## config.mk

```make
export PLATFORM = sky130hd
export DESIGN_NAME = alu_unit_flat
export DESIGN_NICKNAME = d
export VERILOG_FILES = /design/src/rtl/alu_unit_pkg.sv /design/src/rtl/alu_unit_if.sv /design/src/rtl/alu_unit_result_fifo.sv /design/src/rtl/alu_unit.sv /design/src/flat_wrapper.sv
export SDC_FILE = /design/constraint.sdc
export NUM_CORES = 1
export LEC_CHECK = 0
export ABC_AREA = 1
export ABC_CLOCK_PERIOD_IN_PS = 5900
export CORE_MARGIN = 2
export CORE_UTILIZATION = 60
export DETAILED_ROUTE_END_ITERATION = 6
export PLACE_DENSITY_LB_ADDON = 0.1
export SLEW_MARGIN = 10
export SYNTH_ARGS = -nofsm -noshare
export SYNTH_HDL_FRONTEND = slang
export SYNTH_SLANG_ARGS = --single-unit
```

## constraint.sdc

```tcl
create_clock -name clk -period 5.9 [get_ports clk]
set_input_delay 1.18 -clock clk [delete_from_list [all_inputs] [get_ports clk]]
set_output_delay 1.18 -clock clk [all_outputs]
set_load 0.03 [all_outputs]
```

## src/rtl/alu_unit_pkg.sv

```systemverilog
// Shared definitions for the integer ALU unit: opcode encodings, default widths
// and the zero constants used as "no tag" / "no value".
package alu_unit_pkg;

  localparam int DEF_WORD_W = 32;
  localparam int DEF_OPT_W  = 6;
  localparam int DEF_ROB_W  = 5;

  localparam logic [DEF_ROB_W-1:0]  ZERO_ROB_IDX = '0;
  localparam logic [DEF_WORD_W-1:0] ZERO_WORD    = '0;

  // Opcode 0 is left unassigned so an idle/cleared opcode bus decodes as unknown.
  localparam logic [DEF_OPT_W-1:0] OPT_ADD   = 6'd1;
  localparam logic [DEF_OPT_W-1:0] OPT_SUB   = 6'd2;
  localparam logic [DEF_OPT_W-1:0] OPT_SLL   = 6'd3;
  localparam logic [DEF_OPT_W-1:0] OPT_SLT   = 6'd4;
  localparam logic [DEF_OPT_W-1:0] OPT_SLTU  = 6'd5;
  localparam logic [DEF_OPT_W-1:0] OPT_XOR   = 6'd6;
  localparam logic [DEF_OPT_W-1:0] OPT_SRL   = 6'd7;
  localparam logic [DEF_OPT_W-1:0] OPT_SRA   = 6'd8;
  localparam logic [DEF_OPT_W-1:0] OPT_OR    = 6'd9;
  localparam logic [DEF_OPT_W-1:0] OPT_AND   = 6'd10;
  localparam logic [DEF_OPT_W-1:0] OPT_ADDI  = 6'd11;
  localparam logic [DEF_OPT_W-1:0] OPT_SLTI  = 6'd12;
  localparam logic [DEF_OPT_W-1:0] OPT_SLTIU = 6'd13;
  localparam logic [DEF_OPT_W-1:0] OPT_XORI  = 6'd14;
  localparam logic [DEF_OPT_W-1:0] OPT_ORI   = 6'd15;
  localparam logic [DEF_OPT_W-1:0] OPT_ANDI  = 6'd16;
  localparam logic [DEF_OPT_W-1:0] OPT_SLLI  = 6'd17;
  localparam logic [DEF_OPT_W-1:0] OPT_SRLI  = 6'd18;
  localparam logic [DEF_OPT_W-1:0] OPT_SRAI  = 6'd19;
  localparam logic [DEF_OPT_W-1:0] OPT_LUI   = 6'd20;
  localparam logic [DEF_OPT_W-1:0] OPT_BEQ   = 6'd21;
  localparam logic [DEF_OPT_W-1:0] OPT_BNE   = 6'd22;
  localparam logic [DEF_OPT_W-1:0] OPT_BLT   = 6'd23;
  localparam logic [DEF_OPT_W-1:0] OPT_BGE   = 6'd24;
  localparam logic [DEF_OPT_W-1:0] OPT_BLTU  = 6'd25;
  localparam logic [DEF_OPT_W-1:0] OPT_BGEU  = 6'd26;

endpackage

```

## src/rtl/alu_unit_if.sv

```systemverilog
// Issue and CDB bus between reservation station / CDB arbiter (master) and the ALU (slave).
interface alu_unit_if #(
  parameter int WORD_W = 32,
  parameter int OPT_W  = 6,
  parameter int ROB_W  = 5
);
  logic              alu_ena;
  logic [OPT_W-1:0]  alu_opt;
  logic [WORD_W-1:0] alu_val1;
  logic [WORD_W-1:0] alu_val2;
  logic [WORD_W-1:0] alu_imm;
  logic [ROB_W-1:0]  alu_rob_idx;
  logic              alu_stall;
  logic              cdb_alu_valid;
  logic [ROB_W-1:0]  cdb_alu_src;
  logic [WORD_W-1:0] cdb_alu_val;
  logic              cdb_alu_gnt;

  // Handshakes: an issue transfers on every edge where alu_ena=1 (alu_stall is
  // advisory backpressure with a two-entry margin, not a ready). A broadcast
  // transfers on an edge where cdb_alu_valid=1 and cdb_alu_gnt=1; while valid
  // is high without a grant, src/val hold stable. Both need rdy=1 and rb=0.
  modport master (
    output alu_ena, alu_opt, alu_val1, alu_val2, alu_imm, alu_rob_idx, cdb_alu_gnt,
    input  alu_stall, cdb_alu_valid, cdb_alu_src, cdb_alu_val
  );

  modport slave (
    input  alu_ena, alu_opt, alu_val1, alu_val2, alu_imm, alu_rob_idx, cdb_alu_gnt,
    output alu_stall, cdb_alu_valid, cdb_alu_src, cdb_alu_val
  );
endinterface

```

## src/rtl/alu_unit_result_fifo.sv

```systemverilog
// Result FIFO for the ALU: power-of-two depth, push/pop/flush, exposes its occupancy.
module result_fifo #(
  parameter int W     = 37,
  parameter int DEPTH = 4,
  localparam int PTR_W = $clog2(DEPTH),
  localparam int CNT_W = PTR_W + 1
) (
  input  logic             clk,
  input  logic             rst,
  input  logic             en,
  input  logic             flush,
  input  logic             push,
  input  logic             pop,
  input  logic [W-1:0]     din,
  output logic [W-1:0]     dout,
  output logic [CNT_W-1:0] count,
  output logic             empty,
  output logic             full
);
  logic [W-1:0]     mem [DEPTH];
  logic [PTR_W-1:0] wr_ptr;
  logic [PTR_W-1:0] rd_ptr;
  logic             push_ok;
  logic             pop_ok;

  assign empty = (count == '0);
  assign full  = (count == CNT_W'(DEPTH));
  assign dout  = mem[rd_ptr];

  // A full FIFO still accepts a push when the head leaves on the same edge.
  assign pop_ok  = pop && !empty;
  assign push_ok = push && (!full || pop_ok);

  always_ff @(posedge clk) begin
    if (rst) begin
      wr_ptr <= '0;
      rd_ptr <= '0;
      count  <= '0;
    end else if (en) begin
      if (flush) begin
        wr_ptr <= '0;
        rd_ptr <= '0;
        count  <= '0;
      end else begin
        if (push_ok) wr_ptr <= wr_ptr + 1'b1;
        if (pop_ok)  rd_ptr <= rd_ptr + 1'b1;
        count <= count + CNT_W'(push_ok) - CNT_W'(pop_ok);
      end
    end
  end

  always_ff @(posedge clk) begin
    if (en && !flush && push_ok) mem[wr_ptr] <= din;
  end
endmodule

```

## src/rtl/alu_unit.sv

```systemverilog
// Integer ALU execution unit: combinational datapath on issue, results buffered
// in a small FIFO and broadcast on the CDB in issue order.
module alu_unit
  import alu_unit_pkg::*;
#(
  parameter int WORD_W     = DEF_WORD_W,
  parameter int OPT_W      = DEF_OPT_W,
  parameter int ROB_W      = DEF_ROB_W,
  parameter int FIFO_DEPTH = 4,
  localparam int CNT_W     = $clog2(FIFO_DEPTH) + 1
) (
  input  logic             clk,
  input  logic             rst,
  input  logic             rdy,
  input  logic             rb,
  alu_unit_if.slave        bus,
  output logic             ovf_err,
  output logic [CNT_W-1:0] dbg_count
);
  logic [WORD_W-1:0]       op_a;
  logic [WORD_W-1:0]       op_b;
  logic [WORD_W-1:0]       result;
  logic                    lt_s;
  logic                    lt_u;
  logic                    issue;
  logic                    pop;
  logic [ROB_W+WORD_W-1:0] head;
  logic                    empty;
  logic                    full;
  logic [CNT_W-1:0]        count;

  assign op_a = bus.alu_val1;

  always_comb begin
    op_b = bus.alu_val2;
    case (bus.alu_opt)
      OPT_W'(OPT_ADDI), OPT_W'(OPT_SLTI), OPT_W'(OPT_SLTIU), OPT_W'(OPT_XORI),
      OPT_W'(OPT_ORI),  OPT_W'(OPT_ANDI), OPT_W'(OPT_SLLI),  OPT_W'(OPT_SRLI),
      OPT_W'(OPT_SRAI): op_b = bus.alu_imm;
      default: ;
    endcase
  end

  assign lt_s = ($signed(op_a) < $signed(op_b));
  assign lt_u = (op_a < op_b);

  // Branch opcodes never select the immediate, so they compare val1 with val2.
  always_comb begin
    result = '0;
    case (bus.alu_opt)
      OPT_W'(OPT_ADD), OPT_W'(OPT_ADDI):                    result = op_a + op_b;
      OPT_W'(OPT_SUB):                                      result = op_a - op_b;
      OPT_W'(OPT_SLL), OPT_W'(OPT_SLLI):                    result = op_a << op_b[4:0];
      OPT_W'(OPT_SRL), OPT_W'(OPT_SRLI):                    result = op_a >> op_b[4:0];
      OPT_W'(OPT_SRA), OPT_W'(OPT_SRAI):                    result = $unsigned($signed(op_a) >>> op_b[4:0]);
      OPT_W'(OPT_SLT), OPT_W'(OPT_SLTI), OPT_W'(OPT_BLT):   result = WORD_W'(lt_s);
      OPT_W'(OPT_SLTU), OPT_W'(OPT_SLTIU), OPT_W'(OPT_BLTU): result = WORD_W'(lt_u);
      OPT_W'(OPT_BGE):                                      result = WORD_W'(!lt_s);
      OPT_W'(OPT_BGEU):                                     result = WORD_W'(!lt_u);
      OPT_W'(OPT_XOR), OPT_W'(OPT_XORI):                    result = op_a ^ op_b;
      OPT_W'(OPT_OR),  OPT_W'(OPT_ORI):                     result = op_a | op_b;
      OPT_W'(OPT_AND), OPT_W'(OPT_ANDI):                    result = op_a & op_b;
      OPT_W'(OPT_LUI):                                      result = bus.alu_imm;
      OPT_W'(OPT_BEQ):                                      result = WORD_W'(op_a == op_b);
      OPT_W'(OPT_BNE):                                      result = WORD_W'(op_a != op_b);
      default:                                              result = '0;
    endcase
  end

  assign issue = rdy && !rb && bus.alu_ena;
  assign pop   = rdy && !rb && !empty && bus.cdb_alu_gnt;

  // rdy gates everything, including a rollback: a stalled core holds its FIFO.
  result_fifo #(
    .W     (ROB_W + WORD_W),
    .DEPTH (FIFO_DEPTH)
  ) u_fifo (
    .clk   (clk),
    .rst   (rst),
    .en    (rdy),
    .flush (rb),
    .push  (issue),
    .pop   (pop),
    .din   ({bus.alu_rob_idx, result}),
    .dout  (head),
    .count (count),
    .empty (empty),
    .full  (full)
  );

  always_ff @(posedge clk) begin
    if (rst) begin
      ovf_err <= 1'b0;
    end else if (issue && full && !pop) begin
      ovf_err <= 1'b1;
    end
  end

  // Head data is masked while empty so a drained or reset FIFO shows zeros.
  assign bus.cdb_alu_valid = !empty;
  assign bus.cdb_alu_src   = empty ? '0 : head[WORD_W +: ROB_W];
  assign bus.cdb_alu_val   = empty ? '0 : head[WORD_W-1:0];
  assign bus.alu_stall     = (int'(count) >= FIFO_DEPTH - 2);
  assign dbg_count         = count;
endmodule

```

## src/flat_wrapper.sv

```systemverilog
// flat-port wrapper written by rule: the top's interface ports become plain ports
module alu_unit_flat import alu_unit_pkg::*;
#(
  parameter int WORD_W     = DEF_WORD_W,
  parameter int OPT_W      = DEF_OPT_W,
  parameter int ROB_W      = DEF_ROB_W,
  parameter int FIFO_DEPTH = 4,
  localparam int CNT_W     = $clog2(FIFO_DEPTH) + 1
)
  (clk, rst, rdy, rb, ovf_err, dbg_count, bus_alu_ena, bus_alu_opt, bus_alu_val1, bus_alu_val2, bus_alu_imm, bus_alu_rob_idx, bus_cdb_alu_gnt, bus_alu_stall, bus_cdb_alu_valid, bus_cdb_alu_src, bus_cdb_alu_val);
  alu_unit_if #(.WORD_W(WORD_W), .OPT_W(OPT_W), .ROB_W(ROB_W)) bus_i ();
  input  logic clk;
  input  logic rst;
  input  logic rdy;
  input  logic rb;
  output logic ovf_err;
  output logic [CNT_W-1:0] dbg_count;
  input wire logic [$bits(bus_i.alu_ena)-1:0] bus_alu_ena;
  input wire logic [$bits(bus_i.alu_opt)-1:0] bus_alu_opt;
  input wire logic [$bits(bus_i.alu_val1)-1:0] bus_alu_val1;
  input wire logic [$bits(bus_i.alu_val2)-1:0] bus_alu_val2;
  input wire logic [$bits(bus_i.alu_imm)-1:0] bus_alu_imm;
  input wire logic [$bits(bus_i.alu_rob_idx)-1:0] bus_alu_rob_idx;
  input wire logic [$bits(bus_i.cdb_alu_gnt)-1:0] bus_cdb_alu_gnt;
  output wire logic [$bits(bus_i.alu_stall)-1:0] bus_alu_stall;
  output wire logic [$bits(bus_i.cdb_alu_valid)-1:0] bus_cdb_alu_valid;
  output wire logic [$bits(bus_i.cdb_alu_src)-1:0] bus_cdb_alu_src;
  output wire logic [$bits(bus_i.cdb_alu_val)-1:0] bus_cdb_alu_val;
  assign bus_i.alu_ena = bus_alu_ena;
  assign bus_i.alu_opt = bus_alu_opt;
  assign bus_i.alu_val1 = bus_alu_val1;
  assign bus_i.alu_val2 = bus_alu_val2;
  assign bus_i.alu_imm = bus_alu_imm;
  assign bus_i.alu_rob_idx = bus_alu_rob_idx;
  assign bus_i.cdb_alu_gnt = bus_cdb_alu_gnt;
  assign bus_alu_stall = bus_i.alu_stall;
  assign bus_cdb_alu_valid = bus_i.cdb_alu_valid;
  assign bus_cdb_alu_src = bus_i.cdb_alu_src;
  assign bus_cdb_alu_val = bus_i.cdb_alu_val;
  alu_unit #(.WORD_W(WORD_W), .OPT_W(OPT_W), .ROB_W(ROB_W), .FIFO_DEPTH(FIFO_DEPTH)) u_core (.clk(clk), .rst(rst), .rdy(rdy), .rb(rb), .bus(bus_i), .ovf_err(ovf_err), .dbg_count(dbg_count));
endmodule
```

* Word-level counts from Yosys, hierarchy flattened *
Memories as Yosys holds them, arrays and structs flattened. A register that Yosys moved wholly into a read port is not among the register bits.
Cells that the tools add are included.

storage, ports and cells
  register bits = 8
  memory bits (writable) = 148
  memories = 1

cells by class
  add/sub/neg operators = 6
  order comparisons = 3
  equal/unequal tests = 29
  shifts and indexed selects = 3
  multiplexer cells = 13
  bitwise operators = 3
  reduce and logical (&&, ||, !) cells = 31

memories
  memory             depth  width  rd ports  clocked after Yosys merged registers in  write ports  line                        RTL
  u_core.u_fifo.mem  4      37     1         1                                        1            alu_unit_result_fifo.sv:20  logic [W-1:0] mem [DEPTH];

operator list
  cell                count
  $pmux 32 s15        1
  $eq 6x5->1 const B  11
  $lt 32x32->1        2
  $mux 32             2
  $eq 6x4->1 const B  8
  $add 32x32->32      1
  $and 32x32->32      1
  $eq 32x32->1        1
  $ne 32x32->1        1
  $or 32x32->32       1
  $shl 32x5->32       1
  $shr 32x5->32       1
  $sshr 32x5->32      1
  $sub 32x32->32      1
  $xor 32x32->32      1
  $eq 6x3->1 const B  4
  $reduce_or 2->1     7
  $eq 6x2->1 const B  2
  $mux 2              6
  $logic_and 1x1->1   9
  $reduce_or 9->1     1
  $eq 6x1->1 const B  1
  $logic_not 1->1     6
  $reduce_or 3->1     2
  12 further kinds    16

* Longest topological paths before layout *
  depth in word-level cells = 10
  depth in mapped cells = 26
  mapped depth without buffers = 23

* By module *
From an unflattened synthesis, not the netlist that was laid out.

second synthesis, totals
  cells, all modules = 2515
  area, all modules = 16613.4 µm²

modules (own cells, without submodules)
  module       times used  cells each  area each (µm²)  sequential area each (µm²)
  alu_unit     1           2081        10575.1          20.0
  result_fifo  1           434         6038.3           4624.4

* Worst setup path after synthesis *
OpenSTA, ideal clock, no wires.

  path type = input -> register
  from = input port bus_alu_opt[3]
  to = memory u_core.u_fifo.mem[0][12], data pin
  arrival = 4172 ps
  data required time = 5621 ps
  path slack = 1449 ps
  cell stages on the path = 21
  path buffers = 2
  cells stage by stage = nor2_2 > nand2_2 > buf_6 > nand4_1 > nand2_2 > buf_4 > ha_1 > fa_1 > nand2_1 > nand2_1 > nand2_1 > nand2_1 > a21boi_0 > o21ai_0 > a21oi_1 > o21ai_0 > or2_2 > nand3_1 > nand2_1 > a21oi_1 > nand3_1

on the way
  longest elaborated chain between the ends = 5
  elaborated cells between the ends (all ways) = 46
  classes of those cells = add/sub (2); eq/ne (26); shift (3); mux (2); bitwise (3); reduce/logical (10)

RTL lines
  what                                      line                            RTL
  start, declared                           flat_wrapper.sv:19              input wire logic [$bits(bus_i.alu_opt)-1:0] bus_alu_opt;
  $eq 6x4->1 or $eq 6x5->1 (tied branches)  alu_unit.sv:36, alu_unit.sv:50
  $reduce_or 9->1                           alu_unit.sv:36                  case (bus.alu_opt)
  $mux 32                                   alu_unit.sv:36
  $sub 32x32->32 (tied with other cells)    alu_unit.sv:52                  OPT_W'(OPT_SUB): result = op_a - op_b;
  $pmux 32 s15 (*)                          alu_unit.sv:50                  case (bus.alu_opt)
  via u_core.result[12]                     alu_unit.sv:22                  logic [WORD_W-1:0] result;
  end, declared                             alu_unit_result_fifo.sv:20

Mark *: on every way through the listed nets, which the timed path passes. The rest lies on a longest branch.

* Worst setup path after layout *
  from = input port bus_alu_opt[2]
  to = memory u_core.u_fifo.mem[0][15], data pin

The elaborated chain is that of the path after synthesis.

==> flow_metrics.tcl <==
set metrics [dict create \
    powerDensity_nw_per_um2 214 \
    outcome "completed" \
    clk_latency_ns 0.46 \
    grt_pass1_wl_mm 100 \
    synthCells 2495 \
    cp_common_cell "inv_1" \
    areaGrowthSynthToFinish_pct 15.3 \
    syn_nets 2711 \
    grt_util_all_layers 0.464 \
    vias_per_cell 6.42 \
    synth-seq-cells 158 \
    cts_resized 0 \
    yosysTopAreaCell "edfxtp_1" \
    finish.instance_area_um2 18600 \
    synth.area.top_cells "edfxtp_1 27%, nand2_1 13%, nor2_1 7.8%" \
    yosys_warnings 0 \
    ant_nets 0 \
    antenna_found_initial 0 \
    p_leak_nw 8.13 \
    grt_pass1_vias 17400 \
    drv_cap 0 \
    cts_root_buf "clkbuf_16" \
    tritoncts "done" \
    drive_gt1_frac 0.0497 \
    die_area_um2 28300 \
    synth_edf_count 148 \
    fin_crit_sh 0.894 \
    drv_slew 0 \
    cp.arrival_ns 5.40 \
    hold_class "reg -> reg" \
    die_x_um 168 \
    fillCellCount 2248 \
    tightestPinTransition_ns 1.20 \
    setup_viol 0 \
    p_total_mw 3.98 \
    path_clk_slew_ns 0.06 \
    syn_area_per_cell_um2 6.48 \
    num_vias 18900 \
    drtIter0Drc 3026 \
    postCtsHoldBufs 0 \
    layout.cells.non_filler 2936 \
    grt_max_degree 75 \
    initial_core_util 0.605 \
    first_pass_iters 6 \
    worstSetupStartpointType "input pin" \
    hold_violations 0 \
    swShare 0.364 \
    regArea_um2 4650 \
    place_inst 2903 \
    numPortBuffers 155 \
    slew_headroom 0.195 \
    num_io_pins 156 \
    worstHoldStart "u_core.ovf_err" \
    peakVddDrop_uv 160 \
    timing.rr.start "u_core.u_fifo.count[2]" \
    worst_ep_required_time_ns 6.02 \
    placed_area_um2 17900 \
    finalNetCount 2805 \
    fp.dieH_um 168 \
    critPathBufInv 5 \
    post-cts-setup-buffers 0 \
    drc 0 \
    path_delay_family "compound AO/OA/AOI/OAI gates" \
    async_flop_share 0 \
    pwr-share-clk 0.327 \
    max_freq_mhz 190 \
    min_period_ns 5.27 \
    critical_path_class "in -> reg" \
    rsz0062_at_grt "no" \
    path_cells "clkdlybuf4s50_1 -> nor2_2 -> nand2_2 -> nand3_4 -> o21ai_0 -> inv_1 -> ha_1 -> inv_1 -> a21oi_1 -> inv_1 -> a21oi_1 -> o21ai_0 -> inv_1 -> nand2_1 -> o21ai_0 -> nand2_1" \
    wirelength_mm 67.2 \
    synth_top_flop_cell "edfxtp_1" \
    yosys.cell_types.count 53 \
    p_switching_mw 1.45 \
    wl_per_cell_um 22.9 \
    synth_area_um2 16200 \
    cp-end-kind "flop" \
    finalClockSkew_ns 0.00795 \
    synthDominantCellAreaShare 0.275 \
    antennaDiodeCount 0 \
    crit_start "bus_alu_opt[2]" \
    htree_num_levels 4 \
    dp_hpwl_mm 50.8 \
    cts_buffer_depth 3 \
    finalSetupTns_ns 0 \
    rows 60 \
    combPwrFrac 0.357 \
    cp_max_fo 12 \
    yosysSeqAreaShare 0.287 \
    slowest_delay_ns 0.59 \
    multi_input_area_um2 9870 \
    grt-ovfl-total 0 \
    cellInternalPower_mw 2.53 \
    gp_congestion 1.16 \
    cts_buffers 25 \
    coreArea_um2 26700 \
    sequentialPowerShare 0.316 \
    cts_sinks 158 \
    crit_path_top_delay_cell "ha_1" \
]
## placed cells by master, fill, tap and decap left out, types with 7 or more instances in the layout
master and n:
nand2_1 541, nor2_1 333, inv_1 288, o21ai_0 242, nand3_1 233, a21oi_1 178
clkdlybuf4s50_1 155, edfxtp_1 148, ha_1 101, o21ai_1 36, buf_4 34, nand4_1 28
clkbuf_16 25, o22ai_1 22, o211ai_1 22, nor3_1 19, a221oi_1 19, o21a_1 17
nand2_2 15, inv_2 12, a22oi_1 10, o21ai_2 9, o221ai_1 9, dfxtp_1 9
nor2_4 7, a31oi_1 7
## cells in the mapped netlist (26+ instances only)
cell and count:
o21ai_0 242, nand2_1 541, a21oi_1 178, nand3_1 233, buf_1 26, inv_1 288, ha_1 101, clkbuf_1 53
o21ai_1 36, nor2_1 338, nand4_1 28, edfxtp_1 148, buf_2 36
## cell type report
| type | instances | area share |
|---|---|---|
| Inverter | 302 | 0.0608 |
| Timing Repair Buffer | 191 | 0.0990 |
| Tap cell | 341 | 0.0229 |
| Clock inverter | 6 | 0.00423 |
| Sequential cell | 158 | 0.249 |
| Multi-Input combinational cell | 1911 | 0.529 |
| Clock buffer | 27 | 0.0345 |
## metal layers
layer	share of wire	global-route usage	up-vias
met4	0.10	0.390	0
met2	0.44	0.736	1492
li1	-	-	8569
met5	0	0	-
met1	0.36	0.560	8448
met3	0.10	0.0658	347
## state kept, by name (all words and copies together), names as in the netlist, named ones only
register,cells
u_core.u_fifo.mem,148
u_core.u_fifo.count,3
u_core.u_fifo.rd_ptr,2
u_core.u_fifo.wr_ptr,2
u_core.ovf_err,1
## final timing paths
path | to | slack [ns] | cells past startpoint
worst min-delay path | u_core.ovf_err | 0.47 | 2
worst max register to register | u_core.u_fifo.count[2] | 2.84 | 18
worst max-delay path | u_core.u_fifo.mem[0][15] | 0.63 | 16
worst min register to register | u_core.ovf_err | 0.47 | 2
## logic make-up after synthesis
group                      after synthesis  share of synthesized area
and+or+nand+nor                       1200                      0.312
xor gates and xnor gates                 7                    0.00379
DFF                                    158                      0.287
buffers and inverters                  426                      0.105
adders and majority gates              103                     0.0806
muxes                                    3                    0.00186
AOI/OAI and AO/OA                      598                      0.209
## power by group through the flow
stage / Clock, mW / Combinational (mW) / Sequential (mW)
final: 1.30 / 1.42 / 1.26
after global routing: 1.34 / 1.53 / 1.26
after CTS: 1.30 / 1.36 / 1.26
after detailed placement: 0 / 1.35 / 1.28
after global placement: 0 / 1.33 / 1.28
after floorplan: 0 / 0.895 / 1.28
## worst register-to-register path: cells and delay by family (launching register included)
kind            cells  cell delay (ns)
compound gates      1             0.13
xor+xnor            1             0.17
fa+ha+maj           3             0.74
buf+inv             6             1.05
flops               1             0.33
simple gates        7             0.59
## metrics by stage
step	hold WS, ns	utilization	worst slack, ns
detailed placement	0.455	0.671	0.342
global route	0.509	0.698	0.278
finish	0.470	0.698	0.626
CTS	0.471	0.698	0.782
floorplan	0.427	-	1.45
global placement	0.444	0.671	0.550
Note: power is estimated with default switching activity, not from simulation.
